`config.mk`:
```
export PLATFORM = sky130hd
export DESIGN_NAME = counter_seq_ctrl_flat
export DESIGN_NICKNAME = d
export VERILOG_FILES = /design/src/rtl/counter_seq_pkg.sv /design/src/rtl/counter_seq_ctrl_if.sv /design/src/rtl/step_counter.sv /design/src/rtl/counter_seq_ctrl.sv /design/src/flat_wrapper.sv
export SDC_FILE = /design/constraint.sdc
export NUM_CORES = 1
export LEC_CHECK = 0
export BUFFER_PORTS_ARGS = -buffer_cell sky130_fd_sc_hd__buf_4
export CAP_MARGIN = 20
export CELL_PAD_IN_SITES_DETAIL_PLACEMENT = 0
export CELL_PAD_IN_SITES_GLOBAL_PLACEMENT = 1
export CORE_MARGIN = 5
export CORE_UTILIZATION = 44
export DETAILED_ROUTE_END_ITERATION = 12
export PLACE_DENSITY = 0.9
export SLEW_MARGIN = 20
export SYNTH_ARGS = -nofsm -noshare
export SYNTH_HDL_FRONTEND = slang
export SYNTH_SLANG_ARGS = --single-unit
export TNS_END_PERCENT = 50
```
`constraint.sdc`:
```
create_clock -name clk -period 5.02 [get_ports clk]
set_input_delay 0.251 -clock clk [delete_from_list [all_inputs] [get_ports clk]]
set_output_delay 0.251 -clock clk [all_outputs]
set_load 0.03 [all_outputs]
```
`src/rtl/counter_seq_pkg.sv`:
```
`default_nettype none
// ============================================================================
// Module      : counter_seq_pkg
// Description : Shared types and constants for the counter sequencer:
//               FSM state encoding, command record and the odd-counter
//               preset (start 1, step 2).
// Revision    : 1.0 - initial release
// ============================================================================
package counter_seq_pkg;

  localparam int SEQ_CNT_W = 8;
  localparam int SEQ_LEN_W = 8;

  // Odd-number counter preset: 1, 3, 5, ...
  localparam logic [SEQ_CNT_W-1:0] ODD_START = 8'd1;
  localparam logic [SEQ_CNT_W-1:0] ODD_STEP  = 8'd2;

  typedef enum logic [1:0] {
    IDLE = 2'd0,
    RUN  = 2'd1,
    DONE = 2'd2
  } seq_state_e;

  typedef struct packed {
    logic [SEQ_CNT_W-1:0] start;
    logic [SEQ_CNT_W-1:0] step;
    logic [SEQ_LEN_W-1:0] len;
  } seq_cmd_t;

endpackage : counter_seq_pkg
`default_nettype wire

```
`src/rtl/counter_seq_ctrl_if.sv`:
```
`default_nettype none
// ============================================================================
// Module      : counter_seq_ctrl_if
// Description : Command / status bundle between a config master and the
//               counter sequencer. With COUNTER_SEQ_PAUSE_EN defined the
//               bundle carries an extra pause_i request.
// Revision    : 1.0 - initial release
// ============================================================================
interface counter_seq_ctrl_if #(
  parameter int CNT_W = 8,
  parameter int LEN_W = 8
);

  logic             cmd_valid_i;
  logic             cmd_ready_o;
  logic [CNT_W-1:0] cmd_start_i;
  logic [CNT_W-1:0] cmd_step_i;
  logic [LEN_W-1:0] cmd_len_i;
  logic             abort_i;
  logic [CNT_W-1:0] cnt_o;
  logic             cnt_valid_o;
  logic             busy_o;
  logic             done_o;
`ifdef COUNTER_SEQ_PAUSE_EN
  logic             pause_i;
`endif

  // Config/test master: issues commands, observes the counter stream
  modport master (
`ifdef COUNTER_SEQ_PAUSE_EN
    output pause_i,
`endif
    output cmd_valid_i, cmd_start_i, cmd_step_i, cmd_len_i, abort_i,
    input  cmd_ready_o, cnt_o, cnt_valid_o, busy_o, done_o
  );

  // Sequencer side
  modport slave (
`ifdef COUNTER_SEQ_PAUSE_EN
    input  pause_i,
`endif
    input  cmd_valid_i, cmd_start_i, cmd_step_i, cmd_len_i, abort_i,
    output cmd_ready_o, cnt_o, cnt_valid_o, busy_o, done_o
  );

endinterface : counter_seq_ctrl_if
`default_nettype wire

```
`src/rtl/step_counter.sv`:
```
`default_nettype none
// ============================================================================
// Module      : step_counter
// Description : Registered counter value. A load takes priority over an
//               increment; the increment wraps modulo 2**CNT_W.
// Revision    : 1.0 - initial release
// ============================================================================
module step_counter #(
  parameter int CNT_W = 8
) (
  input  wire logic             clk,
  input  wire logic             reset,
  input  wire logic             load_i,
  input  wire logic [CNT_W-1:0] load_val_i,
  input  wire logic             en_i,
  input  wire logic [CNT_W-1:0] step_i,
  output logic      [CNT_W-1:0] value_o
);

  logic [CNT_W-1:0] value_q;
  logic [CNT_W-1:0] value_d;

  // Next value: load, step, or hold
  always_comb begin
    value_d = value_q;
    if (load_i) begin
      value_d = load_val_i;
    end else if (en_i) begin
      value_d = value_q + step_i;
    end
  end

  // Counter register
  always_ff @(posedge clk or posedge reset) begin
    if (reset) begin
      value_q <= '0;
    end else begin
      value_q <= value_d;
    end
  end

  assign value_o = value_q;

endmodule : step_counter
`default_nettype wire

```
`src/rtl/counter_seq_ctrl.sv`:
```
`default_nettype none
// ============================================================================
// Module      : counter_seq_ctrl
// Description : Command-driven burst sequencer for the stepping counter.
//               Accepts {start, step, len} in IDLE, emits len values one
//               per clock, pulses done_o after a normal finish, supports
//               abort. Optional feature macro: COUNTER_SEQ_PAUSE_EN adds a
//               pause_i input that freezes an active burst.
// Revision    : 1.0 - initial release
// ============================================================================
module counter_seq_ctrl
  import counter_seq_pkg::*;
#(
  parameter int CNT_W = SEQ_CNT_W,
  parameter int LEN_W = SEQ_LEN_W
) (
  input  wire logic        clk,
  input  wire logic        reset,
  counter_seq_ctrl_if.slave bus
);

  seq_state_e       state_q;
  seq_state_e       state_d;
  logic [LEN_W-1:0] remaining_q;
  logic [LEN_W-1:0] remaining_d;
  logic [CNT_W-1:0] step_q;
  logic [CNT_W-1:0] step_d;
  logic             cnt_valid_q;
  logic             cnt_valid_d;

  logic             cmd_accept;
  logic             cnt_load;
  logic             cnt_en;
  logic             pause_req;
  logic [CNT_W-1:0] cnt_value;

`ifdef COUNTER_SEQ_PAUSE_EN
  assign pause_req = bus.pause_i;
`else
  assign pause_req = 1'b0;
`endif

  // Commands are only taken while idle; fields are sampled solely on accept
  assign cmd_accept = bus.cmd_valid_i && (state_q == IDLE);

  // Next-state, burst bookkeeping and counter control
  always_comb begin
    state_d     = state_q;
    remaining_d = remaining_q;
    step_d      = step_q;
    cnt_valid_d = 1'b0;
    cnt_load    = 1'b0;
    cnt_en      = 1'b0;

    case (state_q)
      IDLE: begin
        if (cmd_accept) begin
          step_d = bus.cmd_step_i;
          if (bus.cmd_len_i != '0) begin
            state_d     = RUN;
            cnt_load    = 1'b1;
            cnt_valid_d = 1'b1;
            remaining_d = bus.cmd_len_i - LEN_W'(1);
          end else begin
            // Empty burst: straight to the completion pulse, counter untouched
            state_d = DONE;
          end
        end
      end

      RUN: begin
        if (bus.abort_i) begin
          // Abort beats both pause and the final value; no done pulse
          state_d     = IDLE;
          remaining_d = '0;
        end else if (pause_req) begin
          // Frozen: counter and remaining hold, no valid value this cycle
          state_d = RUN;
        end else if (remaining_q != '0) begin
          cnt_en      = 1'b1;
          cnt_valid_d = 1'b1;
          remaining_d = remaining_q - LEN_W'(1);
        end else begin
          state_d = DONE;
        end
      end

      DONE: begin
        state_d = IDLE;
      end

      default: begin
        state_d     = IDLE;
        remaining_d = '0;
      end
    endcase
  end

  // Controller state registers
  always_ff @(posedge clk or posedge reset) begin
    if (reset) begin
      state_q     <= IDLE;
      remaining_q <= '0;
      step_q      <= '0;
      cnt_valid_q <= 1'b0;
    end else begin
      state_q     <= state_d;
      remaining_q <= remaining_d;
      step_q      <= step_d;
      cnt_valid_q <= cnt_valid_d;
    end
  end

  step_counter #(
    .CNT_W (CNT_W)
  ) u_step_counter (
    .clk        (clk),
    .reset      (reset),
    .load_i     (cnt_load),
    .load_val_i (bus.cmd_start_i),
    .en_i       (cnt_en),
    .step_i     (step_q),
    .value_o    (cnt_value)
  );

  assign bus.cmd_ready_o = (state_q == IDLE);
  assign bus.busy_o      = (state_q != IDLE);
  assign bus.done_o      = (state_q == DONE);
  assign bus.cnt_valid_o = cnt_valid_q;
  assign bus.cnt_o       = cnt_value;

endmodule : counter_seq_ctrl
`default_nettype wire

```
`src/flat_wrapper.sv`:
```
// flat-port wrapper written by rule: the top's interface ports become plain ports
module counter_seq_ctrl_flat import counter_seq_pkg::*;
#(
  parameter int CNT_W = SEQ_CNT_W,
  parameter int LEN_W = SEQ_LEN_W
)
  (clk, reset, bus_cmd_valid_i, bus_cmd_start_i, bus_cmd_step_i, bus_cmd_len_i, bus_abort_i, bus_cmd_ready_o, bus_cnt_o, bus_cnt_valid_o, bus_busy_o, bus_done_o);
  counter_seq_ctrl_if #(.CNT_W(CNT_W), .LEN_W(LEN_W)) bus_i ();
  input  wire logic clk;
  input  wire logic reset;
  input wire logic [$bits(bus_i.cmd_valid_i)-1:0] bus_cmd_valid_i;
  input wire logic [$bits(bus_i.cmd_start_i)-1:0] bus_cmd_start_i;
  input wire logic [$bits(bus_i.cmd_step_i)-1:0] bus_cmd_step_i;
  input wire logic [$bits(bus_i.cmd_len_i)-1:0] bus_cmd_len_i;
  input wire logic [$bits(bus_i.abort_i)-1:0] bus_abort_i;
  output wire logic [$bits(bus_i.cmd_ready_o)-1:0] bus_cmd_ready_o;
  output wire logic [$bits(bus_i.cnt_o)-1:0] bus_cnt_o;
  output wire logic [$bits(bus_i.cnt_valid_o)-1:0] bus_cnt_valid_o;
  output wire logic [$bits(bus_i.busy_o)-1:0] bus_busy_o;
  output wire logic [$bits(bus_i.done_o)-1:0] bus_done_o;
  assign bus_i.cmd_valid_i = bus_cmd_valid_i;
  assign bus_i.cmd_start_i = bus_cmd_start_i;
  assign bus_i.cmd_step_i = bus_cmd_step_i;
  assign bus_i.cmd_len_i = bus_cmd_len_i;
  assign bus_i.abort_i = bus_abort_i;
  assign bus_cmd_ready_o = bus_i.cmd_ready_o;
  assign bus_cnt_o = bus_i.cnt_o;
  assign bus_cnt_valid_o = bus_i.cnt_valid_o;
  assign bus_busy_o = bus_i.busy_o;
  assign bus_done_o = bus_i.done_o;
  counter_seq_ctrl #(.CNT_W(CNT_W), .LEN_W(LEN_W)) u_core (.clk(clk), .reset(reset), .bus(bus_i));
endmodule
```
Yosys cells after proc, flatten, opt, wreduce, memory -nomap -nowiden

Index checks and enable logic that the tools add are counted.
Widths: inputs -> output; s select.

Register bits after elaboration: 27
Input port bits: 28
Output and inout bits: 12
Word-level logic and storage cells: 43

$add $sub $neg: 3
Eq/ne operators: 6
Multiplexer cells: 19
Bitwise logic cells: 1
Reduce and logical (&&, ||, !) cells: 9

Operator list:

| operator            | count |
|---|---|
| $mux 8              | 6 |
| $pmux 8 s3          | 1 |
| $reduce_bool 8->1   | 2 |
| $sub 8x1->8 const B | 2 |
| $add 8x8->8         | 1 |
| $mux 2              | 4 |
| $mux 1              | 6 |
| $ne 2x1->1 const B  | 2 |
| $pmux 2 s2          | 1 |
| $reduce_and 2->1    | 2 |
| $reduce_and 4->1    | 1 |
| $reduce_bool 2->1   | 2 |
| $ne 3x2->1 const B  | 1 |
| $ne 3x3->1 const B  | 1 |
| $eq 2x1->1 const B  | 1 |
| $eq 2x2->1 const B  | 1 |
| $logic_not 2->1     | 1 |
| $pmux 1 s2          | 1 |
| $logic_and 1x1->1   | 1 |
| $not 1->1           | 1 |

Longest topological paths before layout

Gate-level depths: netlist of run 1.

Word-level depth: 6
Mapped depth: 9

By module

A second synthesis of run 1 with hierarchy kept.

Cells, all modules: 194
Area total of the unflattened synthesis: 1810.5 um2

Modules (own cells, without submodules):

| module           | instances | cells an instance | area an instance (um2) | sequential area each (um2) |
|---|---|---|---|---|
| counter_seq_ctrl | 1         | 109               | 1081.0                 | 475.5 |
| step_counter     | 1         | 85                | 729.4                  | 200.2 |

Least setup slack after synthesis of run 1

Ideal clock, no wire load.

Kind: reg2reg
Start point: reg u_core.state_q[0]
End point: reg u_core.u_step_counter.value_q[1] (netlist: u_core.u_step_counter.value_o[1])
Library setup time: 0.125 ns
Arrival time: 1.838 ns
Data required time: 4.895 ns
Setup slack: 3.058 ns
Cell stages (with the launch flop): 6
Path buffers: 1
Clock period less this slack: 1.962 ns
Cell sequence: dfrtp_1 > nor2_4 > inv_2 > a311oi_2 > buf_6 > mux2_2

Word-level cells in the longest chain between the ends: 5
Elaborated cells on any way between the ends: 8
Classes of those cells: 1 x eq/ne; 4 x mux; 3 x reduce/logical

RTL lines:

| what                                        | RTL line                | text |
|---|---|---|
| from (decl)                                 | counter_seq_ctrl.sv:22  | `seq_state_e state_q;` |
| from (signal assigned)                      | counter_seq_ctrl.sv:107 | `state_q <= state_d;` |
| $logic_not 2->1 *                           | --                      |  |
| net bus_cmd_ready_o                         | flat_wrapper.sv:16      | `output wire logic [$bits(bus_i.cmd_ready_o)-1:0] bus_cmd_ready_o;` |
| $logic_and 1x1->1                           | counter_seq_ctrl.sv:44  | `assign cmd_accept = bus.cmd_valid_i && (state_q == IDLE);` |
| $mux 1                                      | counter_seq_ctrl.sv:57  | `if (cmd_accept) begin` |
| $mux 1 *                                    | counter_seq_ctrl.sv:55  | `case (state_q)` |
| $mux 8 or $reduce_bool 2->1 (tied branches) | --                      |  |
| to (signal assigned)                        | step_counter.sv:38      | `value_q <= value_d;` |
| to (decl)                                   | step_counter.sv:20      | `logic [CNT_W-1:0] value_q;` |

Mark *: on every way through the listed nets, which the timed path passes. The rest lies on a longest branch.
A chain may end at the register's enable or synchronous reset.

Final worst setup path of run 1

Start point: reg u_core.remaining_q[0]
End point: reg u_core.u_step_counter.value_q[3] (netlist: u_core.u_step_counter.value_o[3])

Word-level cells in the longest chain between the ends: 5

RTL lines:

| what                               | RTL line                | text |
|---|---|---|
| from (decl)                        | counter_seq_ctrl.sv:24  | `logic [LEN_W-1:0] remaining_q;` |
| from (signal assigned)             | counter_seq_ctrl.sv:108 | `remaining_q <= remaining_d;` |
| $reduce_bool 8->1                  | counter_seq_ctrl.sv:79  | `end else if (remaining_q != '0) begin` |
| $mux 1                             | counter_seq_ctrl.sv:79  |  |
| $mux 1                             | counter_seq_ctrl.sv:72  | `if (bus.abort_i) begin` |
| $mux 1                             | counter_seq_ctrl.sv:55  |  |
| $reduce_bool 2->1 (no source line) | --                      |  |

Every way passes these cells.

==> results by stage, run 1 <==
Worst setup path:
- The data arrival time of the worst path is 2.50 ns.
- The data required time at the worst endpoint is 5.19 ns.
- The worst setup path is captured at a flop.
- The setup path with the least slack is of type flop to flop.
- The reg-to-reg startpoint is u_core.remaining_q[0].
- Along the worst path, the maximum fanout reaches 13.
- STA classifies the critical path startpoint as a flop.
- The source of the critical timing path is u_core.remaining_q[0].

Global route:
- The first global-routing pass estimated 6670 um of wire.
- In this run the most used layer during global routing was met2.
- For met3 alone, demand over resource in global routing was 2.84%.
- The total global-route track usage is 15.5%.
- The pin count of the biggest net entering global routing is 28.
- The global-route met1 utilization is 22.0%.
- The via count of the first global-routing pass is 1417.
- The initial antenna violation count was 0.
- The total overflow reported by the global router is 0.
- The met2 routing resource usage after global routing is 23.5%.

Clock network:
- Hold repair after CTS inserted 0 buffers.
- Buffers added to address setup during post-CTS repair amount to 0.
- After clock tree synthesis, the clock-pin slew on the worst setup and hold paths is 0.10 ns.
- The clock sink total is 27.
- The cell sitting at the root of the clock tree is a sky130_fd_sc_hd__clkbuf_8.
- The clock latency of the later-clocked register in the worst-skew pair is 0.28 ns.
- The number of buffers created by CTS is 3.
- The number of cells upsized or downsized after cts is 0.
- Counting along the longest clock path gives a buffer depth of 2.
- The CTS H-tree depth is 1.
- The CTS tree is built.

Timing:
- The relative slew slack is 37.0%.
- Subtracting the final worst setup slack from the clock period gives 2.33 ns.
- The final sum of negative setup slack is 0 ns.
- The achievable frequency is 429 MHz.
- The worst path uses 46.4% of the clock period.
- Setup repair after global routing left no endpoint under its margin.
- Across all setup checks in the final design, the least slack found is 2.69 ns.
- The slew at the pin closest to its max-slew limit is 0.944 ns.
- On the final layout, the worst clock skew is 0.00424 ns.
- The max-slew violation total from the final report is 0.
- The total setup violations reported at the end of the flow is 0.
- The hold violation count in the final report is 0.

Logic synthesis:
- The count of warnings emitted by yosys is 0.
- The count of unique library cells instantiated by Yosys is 49.
- The area fraction of the dominant cell type after synthesis is 37.0%.
- In this run, synthesis produced a sequential element count of 27.
- The most area-hungry cell type in the Yosys netlist is sky130_fd_sc_hd__dfrtp_1.
- The net count of the mapped netlist is 228.
- By area the synthesized netlist is led by sky130_fd_sc_hd__dfrtp_1 (37%), sky130_fd_sc_hd__ha_1 (7.5%), sky130_fd_sc_hd__o21ai_0 (5.2%).
- For this run, asynchronously set or reset flops after synthesis account for 100%.
- Summing every instance area after synthesis gives 0.00182 sq mm.
- The count of flip-flops with a built-in enable after synthesis is 0.
- The prevailing post-synth register cell is sky130_fd_sc_hd__dfrtp_1.
- The cell count after synthesis came out at 188.
- The sequential area share after synthesis is 37.0%.
- The average size of a mapped cell is 9.70 sq um.

Floorplan:
- In this run the count of I/O pins placed on the die edge is 40.
- The floorplan has 23 rows.
- The die covers 0.00553 sq mm.
- The core box area is 0.00400 sq mm.
- The die extent in x is 74.4 um.
- The die is 74.4 um tall.
- Once the floorplan was initialized, standard cells occupied 45.6% of the core.

Job:
- The tool flagged a number of max-cap violations equal to 0.

Final layout:
- From synthesis to final layout, the design area changed by 20.7%.
- Fill cells in the final layout number 350.
- The multi-input combinational cells in the finished layout cover a total of 0.00106 sq mm.
- Leaving out fill and tap cells, the most frequent cells in the layout are sky130_fd_sc_hd__buf_4 (39), sky130_fd_sc_hd__dfrtp_1 (27), sky130_fd_sc_hd__o21ai_0 (19).
- The library cell used most frequently in the layout, excluding fill and tap cells, is sky130_fd_sc_hd__buf_4.
- The share of layout cells above drive strength 1 is 32.0%.
- The flip-flop and latch area is 676 sq um.
- The final-stage net count is 269.
- The number of antenna cells inserted is 0.
- The finished layout holds 278 standard cells, fillers aside.
- With fillers left out, the area of the finished cells amounts to 0.00220 sq mm.

Place:
- The half-perimeter wire length after detailed placement is 3100 um.
- OpenSTA, run right after detailed placement, puts the worst setup slack at 2.73 ns.
- In this run the tool buffered the top-level ports with 39 buffer cells.
- The cell total after placement is 274.
- Once placement finished, the instance area stood at 0.00215 sq mm.
- The global placement routability congestion is 0.825.

Pwr:
- The share of total power dissipated in combinational logic is 62.1%.
- Of the total power, the share spent switching nets is 47.0%.
- The switching power is 0.672 mW.
- The fraction of power consumed by the clock network is 9.0%.
- The internal power contribution is 0.758 mW.
- The analysis attributes to cell leakage a power of 1.01 nW.
- Dividing total power by cell area gives a power density of 649 mW/mm^2.
- The peak supply drop is 0.000265 V.
- The portion of total power attributed to sequential cells is 28.9%.
- The total power draw is 1.43 mW.

Routing:
- The number of vias in the routed layout is 1500.
- After detailed routing, the number of vias per cell comes to 5.40.
- The count of nets left with antenna violations once routing finished came out at 0.
- The aggregate routed wire length is 3930 um.
- Dividing the detail-routed wire length by the instance count gives 14.2 um.
- In the routed design, unresolved DRC markers number 0.
- In this run, the number of DRC markers left after iteration 0 of detailed routing was 49.
- The pre-antenna-repair detailed-routing pass consisted of 4 iterations.

Status:
- The flow ran to the end, and the final reports show no timing, DRC or antenna violations.

Hold path:
- The min-delay analysis places its worst path in the category primary input to async pin.
-- power by group through the flow --
| stage | Combinational (mW) | Clock [mW] | Sequential [mW] |
|---|---|---|---|
| 2_1_floorplan | 0.614 | 0 | 0.468 |
| 3_3_place_gp | 0.879 | 0 | 0.417 |
| 3_5_place_dp | 0.888 | 0 | 0.418 |
| 4_1_cts | 0.890 | 0.134 | 0.413 |
| 5_1_grt | 0.990 | 0.141 | 0.428 |
| 6_report | 0.888 | 0.129 | 0.413 |
-- cell usage after synthesis, types with 2 or more instances --
master / count
sky130_fd_sc_hd__a21oi_1: 11
sky130_fd_sc_hd__a22oi_1: 3
sky130_fd_sc_hd__buf_6: 2
sky130_fd_sc_hd__dfrtp_1: 27
sky130_fd_sc_hd__ha_1: 11
sky130_fd_sc_hd__inv_1: 13
sky130_fd_sc_hd__inv_2: 3
sky130_fd_sc_hd__mux2_2: 8
sky130_fd_sc_hd__mux2i_1: 2
sky130_fd_sc_hd__nand2_1: 14
sky130_fd_sc_hd__nand3_1: 4
sky130_fd_sc_hd__nor2_1: 14
sky130_fd_sc_hd__nor2_4: 2
sky130_fd_sc_hd__nor2b_1: 2
sky130_fd_sc_hd__nor3_1: 9
sky130_fd_sc_hd__o21ai_0: 19
sky130_fd_sc_hd__o21ai_1: 2
sky130_fd_sc_hd__o21bai_1: 2
sky130_fd_sc_hd__xnor2_1: 5
sky130_fd_sc_hd__xor2_1: 6
-- sequential cells by signal, indices dropped and copies added (netlist names) --
register                       count
u_core.remaining_q                 8
u_core.step_q                      8
u_core.u_step_counter.value_o      8
u_core.state_q                     2
u_core.bus.cnt_valid_o             1
-- final timing paths --
kind	end	slack, ns	cells after the start
max	u_core.u_step_counter.value_o[3]	2.69	7
min	u_core.remaining_q[3]	0.03	2
max reg2reg	u_core.u_step_counter.value_o[3]	2.69	7
min reg2reg	u_core.remaining_q[0]	0.50	2
max in group asynchronous	u_core.step_q[4]	4.61	2
min in group clk	u_core.u_step_counter.value_o[7]	0.17	3
-- cells by family (layout without fill, tap and decap cells) --
group / count (synthesis) / count (layout) / synth area share (%)
AND/OR/NAND/NOR: 57 / 57 / 18.7
AO/OA/AOI/OAI: 52 / 52 / 19.5
flip-flops: 27 / 27 / 37.0
buffers and inverters: 19 / 59 / 4.73
adder cells (fa/ha/maj): 12 / 12 / 8.64
XOR/XNOR: 11 / 11 / 5.28
multiplexers: 10 / 10 / 6.04
-- critical path, stage by stage, from the launching register on --
cell and delay (ns):
sky130_fd_sc_hd__dfrtp_1 0.39, sky130_fd_sc_hd__inv_1 0.14, sky130_fd_sc_hd__ha_1 0.22, sky130_fd_sc_hd__nand3b_4 0.12, sky130_fd_sc_hd__o41ai_4 0.71, sky130_fd_sc_hd__nor2b_4 0.33, sky130_fd_sc_hd__inv_2 0.06, sky130_fd_sc_hd__o221a_2 0.26
-- through the flow --
step / hold WS (ns) / utilization (%)
after global routing: 0.0905 / 55.1
after CTS: 0.165 / 55.1
final: 0.0262 / 55.1
after detailed placement: 0.461 / 53.8
after floorplan: 0.304 / -
after global placement: 0.458 / 53.8
-- cell type report --
class,instances,area share [%]
multi-input cells,142,48.2
flip-flops and latches,27,30.7
repair buffers,39,13.3
well taps,50,2.84
inverters,16,2.73
clock buffers,3,1.88
clock inverters,1,0.341
-- per-layer routing --
| metal | wire length, um | part of all wire (%) |
|---|---|---|
| met1 | 1860 | 47 |
| met2 | 1770 | 45 |
| met3 | 250 | 6.4 |
| met4 | 51 | 1.3 |
| met5 | 0 | 0 |
Note: power is estimated with default switching activity, not from simulation.
==> run 2, diff against run 1 <==
CORE_UTILIZATION = 37   (was 44)
PLACE_DENSITY = 0.81   (was 0.9)
clock period = 1.94 ns   (was 5.02 ns; I/O delays follow)
==> run 2 against run 1 <==
Net effect: clock skew grew 0.0037 ns; critical path type unchanged; die area grew 16%; combinational power grew to 2.8 times the previous value; largest cell class unchanged; first-iteration DRC count grew 6.1%; flip-flop and latch count is the same; register-to-register slack lost 2.6 ns; via count grew 0.27%; global-route usage shrank 1.7 points.
==> results by stage, run 2 (synthesis gave the netlist of run 1 again) <==
Place:
- The worst setup slack after placement is 0.0495 ns (-2.68 ns).
- The half-perimeter wire length after detailed placement came to 3380 um (+9.1%).
- The global placement routability congestion is 0.800 (-3.0%).
- The quantity of I/O buffers inserted on ports was 39 (unchanged).

Timing:
- The final setup slack of the worst path is 0.125 ns (-2.57 ns).
- The achievable frequency came to 551 MHz (+28%).
- The total setup violations reported at the end of the flow was 0 (unchanged).
- The largest clock skew in the final design is 0.00798 ns (+0.00373 ns).
- The clock period minus worst slack is 1.82 ns (-0.515 ns).
- The final period utilization is 93.6% (+47 points).
- The slew at the pin closest to its max-slew limit is 0.537 ns (-0.407 ns).
- The final hold slack is 0.0243 ns (-0.00194 ns).
- Setup repair after global routing could not meet its margin everywhere.
- The max-slew violation total from the final report was 0 (unchanged).
- The relative slew slack is 64.2% (+27 points).
- The hold violation count in the final report is 0 (unchanged).

Routing:
- The antenna violation net count after detailed routing is 0 (unchanged).
- The aggregate routed wire length is 4210 um (+7.1%).
- The via density per instance was 4.95 (-8.3%).
- The first-pass iteration count of the detailed router was 4 (unchanged).
- The final routed DRC violation total is 0 (unchanged).
- The initial DRC count is 52 (+6.1%).
- The routed length per placed instance is 13.9 um (-2.1%).
- The number of vias in the routed layout was 1504 (+0.27%).

Worst setup path:
- The cell type group with the largest total delay on the critical path is adder cells.
- The number of buffers and inverters on the critical path is 1 (-1).
- The worst reg2reg path depth is 9 (+2).
- The reg2reg setup slack is 0.12 ns (-2.57 ns).
- Traced cell by cell, the critical path runs through ha_2 -> inv_1 -> fa_2 -> nor2b_4 -> nor3_2 -> o21bai_1 -> a21oi_1 -> xor2_1 -> o21ai_1.
- The worst setup path is captured at a flop.
- The source of the critical timing path is u_core.u_step_counter.value_o[0].
- The worst setup path is of the flop to flop kind.
- The count of cell instances traversed by the critical path is 9 (+2).
- The critical path startpoint category is a flop.
- The worst register-to-register path begins at u_core.u_step_counter.value_o[0].
- The longest individual stage delay on the worst path is 0.40 ns (-0.31 ns).
- On the critical path, the stage with the largest delay is an instance of sky130_fd_sc_hd__dfrtp_1.
- The data required time at the worst endpoint came to 2.14 ns (-3.05 ns).
- The worst register-to-register path ends at u_core.u_step_counter.value_o[6].
- The critical-path maximum fanout was 3 (-10).
- The data arrival time of the worst path is 2.02 ns (-0.48 ns).

Clock network:
- The CTS H-tree depth is 1 (unchanged).
- The CTS clock-pin slew for the worst setup and hold paths is 0.10 ns (about the same).
- The maximum buffer depth of the clock tree came to 2 (unchanged).
- The clock latency of the later-clocked register in the worst-skew pair is 0.27 ns (about the same).
- TritonCTS built the clock tree.
- The clock root buffer is sky130_fd_sc_hd__clkbuf_8.
- The number of buffers created by CTS was 3 (unchanged).
- The clock sink total is 27 (unchanged).

Global route:
- The pin count of the biggest net entering global routing was 28 (unchanged).
- The total overflow reported by the global router came to 0 (unchanged).
- The wire length of the first global-routing pass was 7020 um (+5.2%).
- The initial antenna violation count is 0 (unchanged).
- The via count of the first global-routing pass is 1506 (+6.3%).
- The total global-route track usage came to 13.8% (-1.7 points).

Floorplan:
- The number of primary I/O pins is 40 (unchanged).
- The die extent in x is 80.2 um (+7.8%).
- The number of placement rows is 25 (+8.7%).
- The core box area is 0.00475 sq mm (+19%).
- The height of the die is 80.2 um (+7.8%).
- The area of the die is 0.00643 sq mm (+16%).
- The initial cell density of the core is 38.4% (-7.2 points).

Pwr:
- The total power draw came to 3.86 mW (+170%).
- The power density of the placed cells came to 1660 mW/mm^2 (+160%).
- The peak supply drop is 0.000877 V (+230%).
- The leakage power of the design is 1.06 nW (+5.0%).

Status:
- The flow ran to the end, and the final reports show no timing, DRC or antenna violations.

Hold path:
- The capture endpoint of the worst hold path is u_core.step_q[1].
- The count of cells along the worst hold path is 3.
- The worst min-delay path startpoint is bus_cmd_step_i[1].
- The path class of the tightest hold or removal check is primary input to flop.

Job:
- The number of max-cap violations came to 0 (unchanged).

Final layout:
- The count of filler cells inserted in the layout is 484 (+38%).
- Leaving out fill and tap cells, the most frequent cell in the layout is sky130_fd_sc_hd__buf_4.
- The top cell types in the final layout, fill and taps aside, are sky130_fd_sc_hd__buf_4 (47), sky130_fd_sc_hd__dfrtp_1 (27), sky130_fd_sc_hd__o21ai_0 (18).
- The number of antenna cells inserted is 0 (unchanged).
- The share of layout cells above drive strength 1 was 35.4% (+3.4 points).
- The final-stage net count is 278 (+3.3%).
- The synthesis-to-finish area growth is 27.3%.
==> run 2: metal layers <==
| metal | vias to the layer above | global-route usage [%] | wire length [um] | share of wire, % |
|---|---|---|---|---|
| met4 | 0 | 4.39 | 38 | 0.90 |
| met2 | 31 | 21.4 | 1990 | 47 |
| met1 | 705 | 19.5 | 1990 | 47 |
| met3 | 4 | 2.24 | 198 | 4.7 |
| met5 | - | 0 | 0 | 0 |
| li1 | 764 | - | - | - |
==> run 2: where the power goes <==
| group | switching, mW | internal [mW] | total, mW | leakage [nW] |
|---|---|---|---|---|
| Clock | 0.182 | 0.146 | 0.328 | 0.0217 |
| Sequential | 0.248 | 0.828 | 1.08 | 0.331 |
| Combinational | 1.36 | 1.10 | 2.46 | 0.708 |
==> run 2: how the worst max path moves through the flow <==
stage                                             endpoint  slack, ns
after CTS                 u_core.u_step_counter.value_o[6]       0.03
final                     u_core.u_step_counter.value_o[6]       0.12
after global placement    u_core.u_step_counter.value_o[6]       0.06
after floorplan           u_core.u_step_counter.value_o[6]     -0.009
after global routing      u_core.u_step_counter.value_o[6]     -0.007
after detailed placement  u_core.u_step_counter.value_o[6]       0.05
==> run 2: area by class of cell <==
class,count,area (sq um),area share (%)
Multi-Input combinational cell,142,1090,47.0
Clock inverter,1,7.51,0.323
Timing Repair Buffer,48,363,15.6
Sequential cell,27,676,29.1
Inverter,16,60.1,2.59
Tap cell,67,83.8,3.61
Clock buffer,3,41.3,1.78
==> run 2: repair_timing <==
action	4_1_cts	5_1_grt
gates resized for setup	0	6
buffers inserted	0	0
endpoints found under the setup margin	0	3
hold buffers	1	0
hold endpoints to repair	27	0
==> run 2: worst reg2reg max path, cell delays in order (launching register included) <==
cell and delay, ns:
sky130_fd_sc_hd__dfrtp_1 0.40, sky130_fd_sc_hd__ha_2 0.20, sky130_fd_sc_hd__inv_1 0.05, sky130_fd_sc_hd__fa_2 0.37, sky130_fd_sc_hd__nor2b_4 0.14, sky130_fd_sc_hd__nor3_2 0.05
sky130_fd_sc_hd__o21bai_1 0.16, sky130_fd_sc_hd__a21oi_1 0.10, sky130_fd_sc_hd__xor2_1 0.14, sky130_fd_sc_hd__o21ai_1 0.14
==> run 2: metrics by stage <==
stage	utilization [%]	instance area, sq um	setup TNS, ns	instances
after floorplan	-	1840	-0.00851	188
after global placement	47.2	2250	0	299
after detailed placement	47.2	2250	0	299
after CTS	48.5	2300	0	304
after global routing	48.8	2320	-0.0144	304
final	48.8	2320	0	304
